## src/rtl/uart_pkg.sv

```systemverilog
// Shared constants for the multi-format UART transmitter: FSM states, parity and stop encodings.
// Pure declarations plus small combinational helpers; no latency of its own.
// No flow control here; users decide how the helpers feed their pipelines.
package uart_pkg;

  typedef enum logic [2:0] {
    IDLE   = 3'd0,
    START  = 3'd1,
    DATA   = 3'd2,
    PARITY = 3'd3,
    STOP   = 3'd4,
    BREAK  = 3'd5
  } uart_state_t;

  localparam logic [2:0] PAR_NONE  = 3'd0;
  localparam logic [2:0] PAR_ODD   = 3'd1;
  localparam logic [2:0] PAR_EVEN  = 3'd2;
  localparam logic [2:0] PAR_MARK  = 3'd3;
  localparam logic [2:0] PAR_SPACE = 3'd4;

  localparam logic [1:0] STOP_1   = 2'd0;
  localparam logic [1:0] STOP_1P5 = 2'd1;
  localparam logic [1:0] STOP_2   = 2'd2;

  // Shortest legal bit period in clocks; smaller programmed divisors are raised to this.
  localparam int MIN_DIV = 4;

  // Parity codes above SPACE are reserved and behave as NONE.
  function automatic logic parity_enabled(input logic [2:0] par);
    return (par >= PAR_ODD) && (par <= PAR_SPACE);
  endfunction

  // Parity bit over the active data bits only (5..8 LSBs of the word).
  function automatic logic parity_bit(input logic [2:0] par, input logic [1:0] dbits,
                                      input logic [7:0] data);
    logic [7:0] mask;
    logic       x;
    mask = 8'hFF >> (2'd3 - dbits);
    x    = ^(data & mask);
    case (par)
      PAR_ODD:   return ~x;
      PAR_EVEN:  return x;
      PAR_MARK:  return 1'b1;
      PAR_SPACE: return 1'b0;
      PAR_NONE:  return 1'b0;
      default:   return 1'b0;
    endcase
  endfunction

endpackage

```

## src/rtl/uart_sync_fifo.sv

```systemverilog
// Single-clock FIFO with show-ahead read data and an occupancy count.
// Write-to-read latency 1 cycle (entry visible on rd_data the cycle after the push).
// Pushes while full are dropped without touching contents; pops while empty are ignored.
module uart_sync_fifo #(
  parameter int DEPTH = 16,
  parameter int WIDTH = 8
) (
  input  logic                     clk,
  input  logic                     rstn,
  input  logic                     wr_en,
  input  logic [WIDTH-1:0]         wr_data,
  input  logic                     rd_en,
  output logic [WIDTH-1:0]         rd_data,
  output logic [$clog2(DEPTH):0]   level,
  output logic                     full,
  output logic                     empty
);

  localparam int AW = $clog2(DEPTH);

  logic [WIDTH-1:0] mem [DEPTH];
  logic [AW-1:0]    wr_ptr;
  logic [AW-1:0]    rd_ptr;
  logic             do_wr;
  logic             do_rd;

  assign full    = (level == (AW + 1)'(DEPTH));
  assign empty   = (level == '0);
  assign do_wr   = wr_en && !full;
  assign do_rd   = rd_en && !empty;
  assign rd_data = mem[rd_ptr];

  // Pointer and occupancy bookkeeping; a simultaneous push and pop leaves level unchanged.
  always_ff @(posedge clk) begin
    if (!rstn) begin
      wr_ptr <= '0;
      rd_ptr <= '0;
      level  <= '0;
    end else begin
      if (do_wr) wr_ptr <= wr_ptr + AW'(1);
      if (do_rd) rd_ptr <= rd_ptr + AW'(1);
      case ({do_wr, do_rd})
        2'b10:   level <= level + (AW + 1)'(1);
        2'b01:   level <= level - (AW + 1)'(1);
        default: level <= level;
      endcase
    end
  end

  // Storage array; contents need no reset because level gates every read.
  always_ff @(posedge clk) begin
    if (do_wr) mem[wr_ptr] <= wr_data;
  end

endmodule

```

## src/rtl/uart_tx_multi.sv

```systemverilog
// UART transmitter with FIFO, runtime divisor, 5..8 data bits, parity, 1/1.5/2 stop bits and break.
// Latency: word pushed into an empty idle block at cycle T pulls the line low from cycle T+2.
// tdata_ready drops while the FIFO is full; frames run back-to-back while words are queued.
module uart_tx_multi
  import uart_pkg::*;
#(
  parameter int CLK_FREQ_MHZ = 100,
  parameter int BAUD         = 115200,
  parameter int FIFO_DEPTH   = 16,
  parameter int DIV_W        = 16
) (
  input  logic                          clk,
  input  logic                          rstn,
  input  logic [DIV_W-1:0]              cfg_baud_div,
  input  logic [1:0]                    cfg_data_bits,
  input  logic [2:0]                    cfg_parity,
  input  logic [1:0]                    cfg_stop_bits,
  input  logic                          cfg_break,
  input  logic [7:0]                    tdata,
  input  logic                          tdata_valid,
  output logic                          tdata_ready,
  output logic                          uart_tx,
  output logic                          uart_tx_is_busy,
  output logic [$clog2(FIFO_DEPTH):0]   fifo_level,
  output logic                          tx_done
);

  // One extra bit so a 2x divisor (longest stop time, post-break guard) never wraps.
  localparam int CNT_W = DIV_W + 1;
  localparam longint DIV_RST_RAW = (longint'(CLK_FREQ_MHZ) * 64'd1000000) / longint'(BAUD);
  localparam logic [DIV_W-1:0] DIV_RST =
    (DIV_RST_RAW < longint'(MIN_DIV)) ? DIV_W'(MIN_DIV) : DIV_W'(DIV_RST_RAW);

  uart_state_t      state;
  logic [DIV_W-1:0] div_q;
  logic [1:0]       dbits_q;
  logic [1:0]       stop_q;
  logic             par_en_q;
  logic             par_bit_q;
  logic [7:0]       shift_q;
  logic [2:0]       bit_idx;
  logic [CNT_W-1:0] cnt;
  logic [CNT_W-1:0] guard;

  logic [DIV_W-1:0] eff_div;
  logic [CNT_W-1:0] bit_len;
  logic [CNT_W-1:0] stop_len;
  logic             bit_end;
  logic             stop_end;
  logic             pop;
  logic [7:0]       fifo_dout;
  logic             fifo_full;
  logic             fifo_empty;

  uart_sync_fifo #(
    .DEPTH (FIFO_DEPTH),
    .WIDTH (8)
  ) u_fifo (
    .clk     (clk),
    .rstn    (rstn),
    .wr_en   (tdata_valid),
    .wr_data (tdata),
    .rd_en   (pop),
    .rd_data (fifo_dout),
    .level   (fifo_level),
    .full    (fifo_full),
    .empty   (fifo_empty)
  );

  assign eff_div         = (cfg_baud_div < DIV_W'(MIN_DIV)) ? DIV_W'(MIN_DIV) : cfg_baud_div;
  assign bit_len         = {1'b0, div_q};
  assign bit_end         = (cnt == bit_len - CNT_W'(1));
  assign stop_end        = (cnt == stop_len - CNT_W'(1));
  assign tdata_ready     = !fifo_full;
  assign uart_tx_is_busy = (state != IDLE) || !fifo_empty;

  // Stop time in clocks from the divisor latched at frame start.
  always_comb begin
    stop_len = bit_len;
    case (stop_q)
      STOP_1:   stop_len = bit_len;
      STOP_1P5: stop_len = bit_len + CNT_W'(div_q >> 1);
      STOP_2:   stop_len = {div_q, 1'b0};
      default:  stop_len = {div_q, 1'b0};
    endcase
  end

  // A new frame starts (and pops its word) from IDLE after the break guard, or straight out of STOP.
  always_comb begin
    pop = 1'b0;
    case (state)
      IDLE:    pop = !cfg_break && (guard == '0) && !fifo_empty;
      STOP:    pop = stop_end && !cfg_break && !fifo_empty;
      default: pop = 1'b0;
    endcase
  end

  // Frame sequencer; uart_tx and tx_done are registered, a frame start overrides the state step.
  always_ff @(posedge clk) begin
    if (!rstn) begin
      state     <= IDLE;
      uart_tx   <= 1'b1;
      tx_done   <= 1'b0;
      div_q     <= DIV_RST;
      dbits_q   <= 2'd3;
      stop_q    <= STOP_1;
      par_en_q  <= 1'b0;
      par_bit_q <= 1'b0;
      shift_q   <= '0;
      bit_idx   <= '0;
      cnt       <= '0;
      guard     <= '0;
    end else begin
      tx_done <= 1'b0;
      case (state)
        IDLE: begin
          if (cfg_break) begin
            state   <= BREAK;
            uart_tx <= 1'b0;
          end else if (guard != '0) begin
            guard <= guard - CNT_W'(1);
          end
        end
        START: begin
          if (bit_end) begin
            state   <= DATA;
            cnt     <= '0;
            bit_idx <= '0;
            uart_tx <= shift_q[0];
            shift_q <= shift_q >> 1;
          end else begin
            cnt <= cnt + CNT_W'(1);
          end
        end
        DATA: begin
          if (bit_end) begin
            cnt <= '0;
            if (bit_idx == ({1'b0, dbits_q} + 3'd4)) begin
              if (par_en_q) begin
                state   <= PARITY;
                uart_tx <= par_bit_q;
              end else begin
                state   <= STOP;
                uart_tx <= 1'b1;
              end
            end else begin
              bit_idx <= bit_idx + 3'd1;
              uart_tx <= shift_q[0];
              shift_q <= shift_q >> 1;
            end
          end else begin
            cnt <= cnt + CNT_W'(1);
          end
        end
        PARITY: begin
          if (bit_end) begin
            state   <= STOP;
            cnt     <= '0;
            uart_tx <= 1'b1;
          end else begin
            cnt <= cnt + CNT_W'(1);
          end
        end
        STOP: begin
          if (stop_end) begin
            state   <= IDLE;
            cnt     <= '0;
            tx_done <= 1'b1;
          end else begin
            cnt <= cnt + CNT_W'(1);
          end
        end
        BREAK: begin
          if (!cfg_break) begin
            state   <= IDLE;
            uart_tx <= 1'b1;
            guard   <= {div_q, 1'b0};
          end
        end
        default: begin
          state   <= IDLE;
          uart_tx <= 1'b1;
        end
      endcase
      if (pop) begin
        state     <= START;
        uart_tx   <= 1'b0;
        cnt       <= '0;
        div_q     <= eff_div;
        dbits_q   <= cfg_data_bits;
        stop_q    <= cfg_stop_bits;
        par_en_q  <= parity_enabled(cfg_parity);
        par_bit_q <= parity_bit(cfg_parity, cfg_data_bits, fifo_dout);
        shift_q   <= fifo_dout;
      end
    end
  end

endmodule

```

## config.mk

```make
export PLATFORM = sky130hd
export DESIGN_NAME = uart_tx_multi
export DESIGN_NICKNAME = d
export VERILOG_FILES = /design/src/rtl/uart_pkg.sv /design/src/rtl/uart_sync_fifo.sv /design/src/rtl/uart_tx_multi.sv
export SDC_FILE = /design/constraint.sdc
export NUM_CORES = 1
export LEC_CHECK = 0
export ABC_AREA = 1
export CAP_MARGIN = 20
export CORE_ASPECT_RATIO = 0.9
export CORE_MARGIN = 3
export CORE_UTILIZATION = 55
export CTS_CLUSTER_SIZE = 14
export DETAILED_ROUTE_END_ITERATION = 7
export HOLD_SLACK_MARGIN = 0.02
export PLACE_DENSITY = 0.73
export SETUP_SLACK_MARGIN = 0.2
export SLEW_MARGIN = 20
export SYNTH_ARGS = -nofsm -noshare
export SYNTH_HDL_FRONTEND = slang
export SYNTH_HIERARCHICAL = 1
export SYNTH_SLANG_ARGS = --single-unit
```

## constraint.sdc

```tcl
create_clock -name clk -period 6 [get_ports clk]
set_input_delay 1.5 -clock clk [delete_from_list [all_inputs] [get_ports clk]]
set_output_delay 1.5 -clock clk [all_outputs]
set_load 0.005 [all_outputs]
```

==> flow_summary.yaml <==
synthesis:
  synth_area_um2: 12600
  syn_avg_cell_area_um2: 8.15
  synth_top_cell_area_share: 0.306
  synth_nets: 1623
  yosysTopAreaCell: "edfxtp_1"
  synthFlopType: "edfxtp_1"
  yosys-top-cells-area: "edfxtp_1 31%, dfxtp_1 14%, nand2_1 9.6%, inv_1 5.9%, ha_1 4.7%"
  synth_edf_count: 128
  netlist_instances: 1540
  ys_seq_area_frac: 0.448
  async_reset_ff_frac: 0
  synth_seq_cells: 217
  synth_cell_types: 49
  yosys_warnings: 6
timing:
  setup-tns-final_ns: 0
  skew_ns: 0.0129
  rsz0062_at_grt: "no"
  slew_violations: 0
  worst_pin_slew_ns: 0.866
  timing.slew.headroom: 0.421
  fin_crit_ns: 5.18
  finalCritPeriodShare: 0.864
  setup_viol: 0
  fmax_mhz: 193
  fin_ws_ns: 0.818
  hold_viol_final: 0
drt:
  vias_per_cell: 5.50
  wl_per_cell_um: 16.6
  drtAntennaViolNets: 0
  drcViolationCount: 0
  wl_um: 31100
  firstDrtPassIters: 5
  drtIter0Drc: 868
  vias: 10300
status:
  status: "complete, no violations"
clock_tree:
  cts_buffer_depth: 3
  tritoncts: "yes"
  clkTransAtPathRegs_ns: 0.06
  cts_setup_buffers: 0
  root_buffer: "clkbuf_16"
  clk-insertion-delay-late_ns: 0.54
  cts.htree.levels: 1
  cts_buffers: 24
  cts_resized: 0
  hold_buffers: 0
  cts_sinks: 217
setup_path:
  crit_path_end_kind: "register"
  r2r-end: "u_fifo/level[4]"
  r2r_start: "div_q[0]"
  crit_type: "register to register"
  critPathRequiredTime_ns: 6.42
  slowest_stage: "dfxtp_1"
  start_kind: "register"
  critical-path-max-stage-delay_ns: 0.43
  cp_max_fo: 29
  cp.arrival_ns: 5.61
  r2r_cells: 36
  r2r_slack_ns: 0.82
  cp_common_cell: "nand2_1"
global_routing:
  grtUsageTotal: 0.252
  met2_usage: 0.408
  antenna_found_initial: 0
  use_met3: 0.0378
  grt_first_pass_wirelength_um: 49600
  grt_use_met1: 0.353
  busiest_layer: "met2"
  grt-ovfl-total: 0
  grt_pass1_vias: 9601
  grt_max_degree: 97
hold_path:
  min-delay-start: "par_bit_q"
  holdPathStages: 2
  holdPathEnd: "par_bit_q"
  hold_class: "register to register"
placed_design:
  dp_hpwl_um: 22200
  dp_slack_ns: 0.899
  portBuffers: 43
  routabilityCongestion: 0.927
die:
  die_area_um2: 24700
  num_io_pins: 44
  die_h_um: 149
  rows: 51
  core_area_um2: 22000
  die_w_um: 165
  start_util: 0.570
layout:
  final.fill_count: 1928
  final_common_cell: "nand2_1"
  ff_latch_area_um2: 5630
  mostFrequentLayoutCells: "322 x nand2_1, 196 x inv_1, 150 x nor2_1, 128 x edfxtp_1, 108 x nand3_1"
  multi_input_area_um2: 5880
  drive_above_1_share: 0.0650
  nNetsFinal: 1650
  area_delta_synth_final_pct: 11.0
  num_antenna_cells: 0
power_and_ir_drop:
  fin_total_pwr_mw: 5.23
  power_density_nw_per_um2: 375
  leakage_nw: 5.76
  ir_drop_mv: 0.283
job:
  max-cap-violations: 0
flip-flops by register name (all words and copies together) (netlist names), named ones only:
name,flops
u_fifo/mem,128
cnt,17
guard,17
div_q,16
shift_q,8
u_fifo/level,5
u_fifo/rd_ptr,4
u_fifo/wr_ptr,4
bit_idx,3
state,3
dbits_q,2
stop_q,2
par_bit_q,1
par_en_q,1
tx_done,1
uart_tx,1
critical path, delay by kind of cell, from the launching register on:
| family | cells | cell delay, ns |
|---|---|---|
| simple gates | 25 | 2.32 |
| fa+ha+maj | 4 | 1.15 |
| buf+inv | 6 | 0.92 |
| flops | 1 | 0.43 |
| xor+xnor | 1 | 0.23 |
stage by stage:
stage                      util  instances  cell area [um^2]  hold slack [ns]
final                     0.633       1876             13900            0.449
after global routing      0.633       1876             13900            0.487
after CTS                 0.632       1875             13900            0.454
after detailed placement  0.597       1831             13100            0.441
after global placement    0.597       1831             13100            0.441
after floorplan               -       1540             12600            0.419
per-layer routing:
layer / part of all wire / vias up
met2: 0.45 / 283
met4: 0.026 / 0
met1: 0.46 / 4808
li1: - / 5182
met3: 0.059 / 51
met5: 0 / -
how the worst max path moves through the flow:
stage / end / from / slack (ns)
2_1_floorplan: u_fifo/level[4] / div_q[0] / 1.62
3_3_place_gp: u_fifo/level[4] / div_q[0] / 1.04
3_5_place_dp: u_fifo/level[4] / div_q[0] / 0.90
4_1_cts: u_fifo/level[4] / div_q[0] / 0.87
5_1_grt: u_fifo/level[4] / div_q[0] / 0.35
6_report: u_fifo/level[4] / div_q[0] / 0.82
where the power goes:
part / leakage (nW) / switching, mW / internal, mW / total (mW)
combinational: 3.51 / 1.23 / 0.675 / 1.91
clock: 0.375 / 0.600 / 0.814 / 1.41
sequential: 1.88 / 0.178 / 1.73 / 1.91
layout make-up:
cell class | count | share of cell area
multi-input cells | 1067 | 0.422
flip-flops and latches | 217 | 0.404
inverters | 206 | 0.0562
clock buffers | 32 | 0.0467
repair buffers | 51 | 0.0363
well taps | 291 | 0.0261
clock inverters | 12 | 0.00880
Yosys cell counts (2+ instances only):
| library cell | number |
|---|---|
| nand3b_1 | 4 |
| o22ai_1 | 2 |
| edfxtp_1 | 128 |
| a211oi_1 | 9 |
| xnor2_1 | 13 |
| nor2_4 | 2 |
| or2_2 | 4 |
| a21boi_0 | 2 |
| and2_1 | 2 |
| inv_2 | 6 |
| o2111ai_1 | 2 |
| nand2_4 | 6 |
| a21oi_1 | 81 |
| buf_2 | 12 |
| inv_4 | 2 |
| nor3_1 | 12 |
| nand4_1 | 18 |
| o21ai_0 | 102 |
| a21oi_2 | 2 |
| a22oi_1 | 13 |
| inv_1 | 196 |
| clkbuf_1 | 29 |
| ha_1 | 47 |
| nand2_2 | 9 |
| nor2_2 | 13 |
| xor2_1 | 45 |
| o21ai_2 | 2 |
| buf_4 | 2 |
| nor3b_1 | 2 |
| nor2_1 | 150 |
| buf_6 | 7 |
| nor4_1 | 4 |
| o211ai_1 | 40 |
| and3_1 | 2 |
| dfxtp_1 | 89 |
| mux2i_1 | 32 |
| a31oi_1 | 4 |
| nand2_1 | 322 |
| nand3_2 | 6 |
| nand3_1 | 108 |
cell families after synthesis:
| group | count (synthesis) | share of synthesized area |
|---|---|---|
| buf+inv | 256 | 0.0833 |
| flops | 217 | 0.448 |
| mux | 32 | 0.0255 |
| xor+xnor | 59 | 0.0418 |
| compound gates | 263 | 0.121 |
| fa+ha+maj | 48 | 0.0484 |
| simple gates | 665 | 0.232 |
Power figures use the tool's default switching activity.
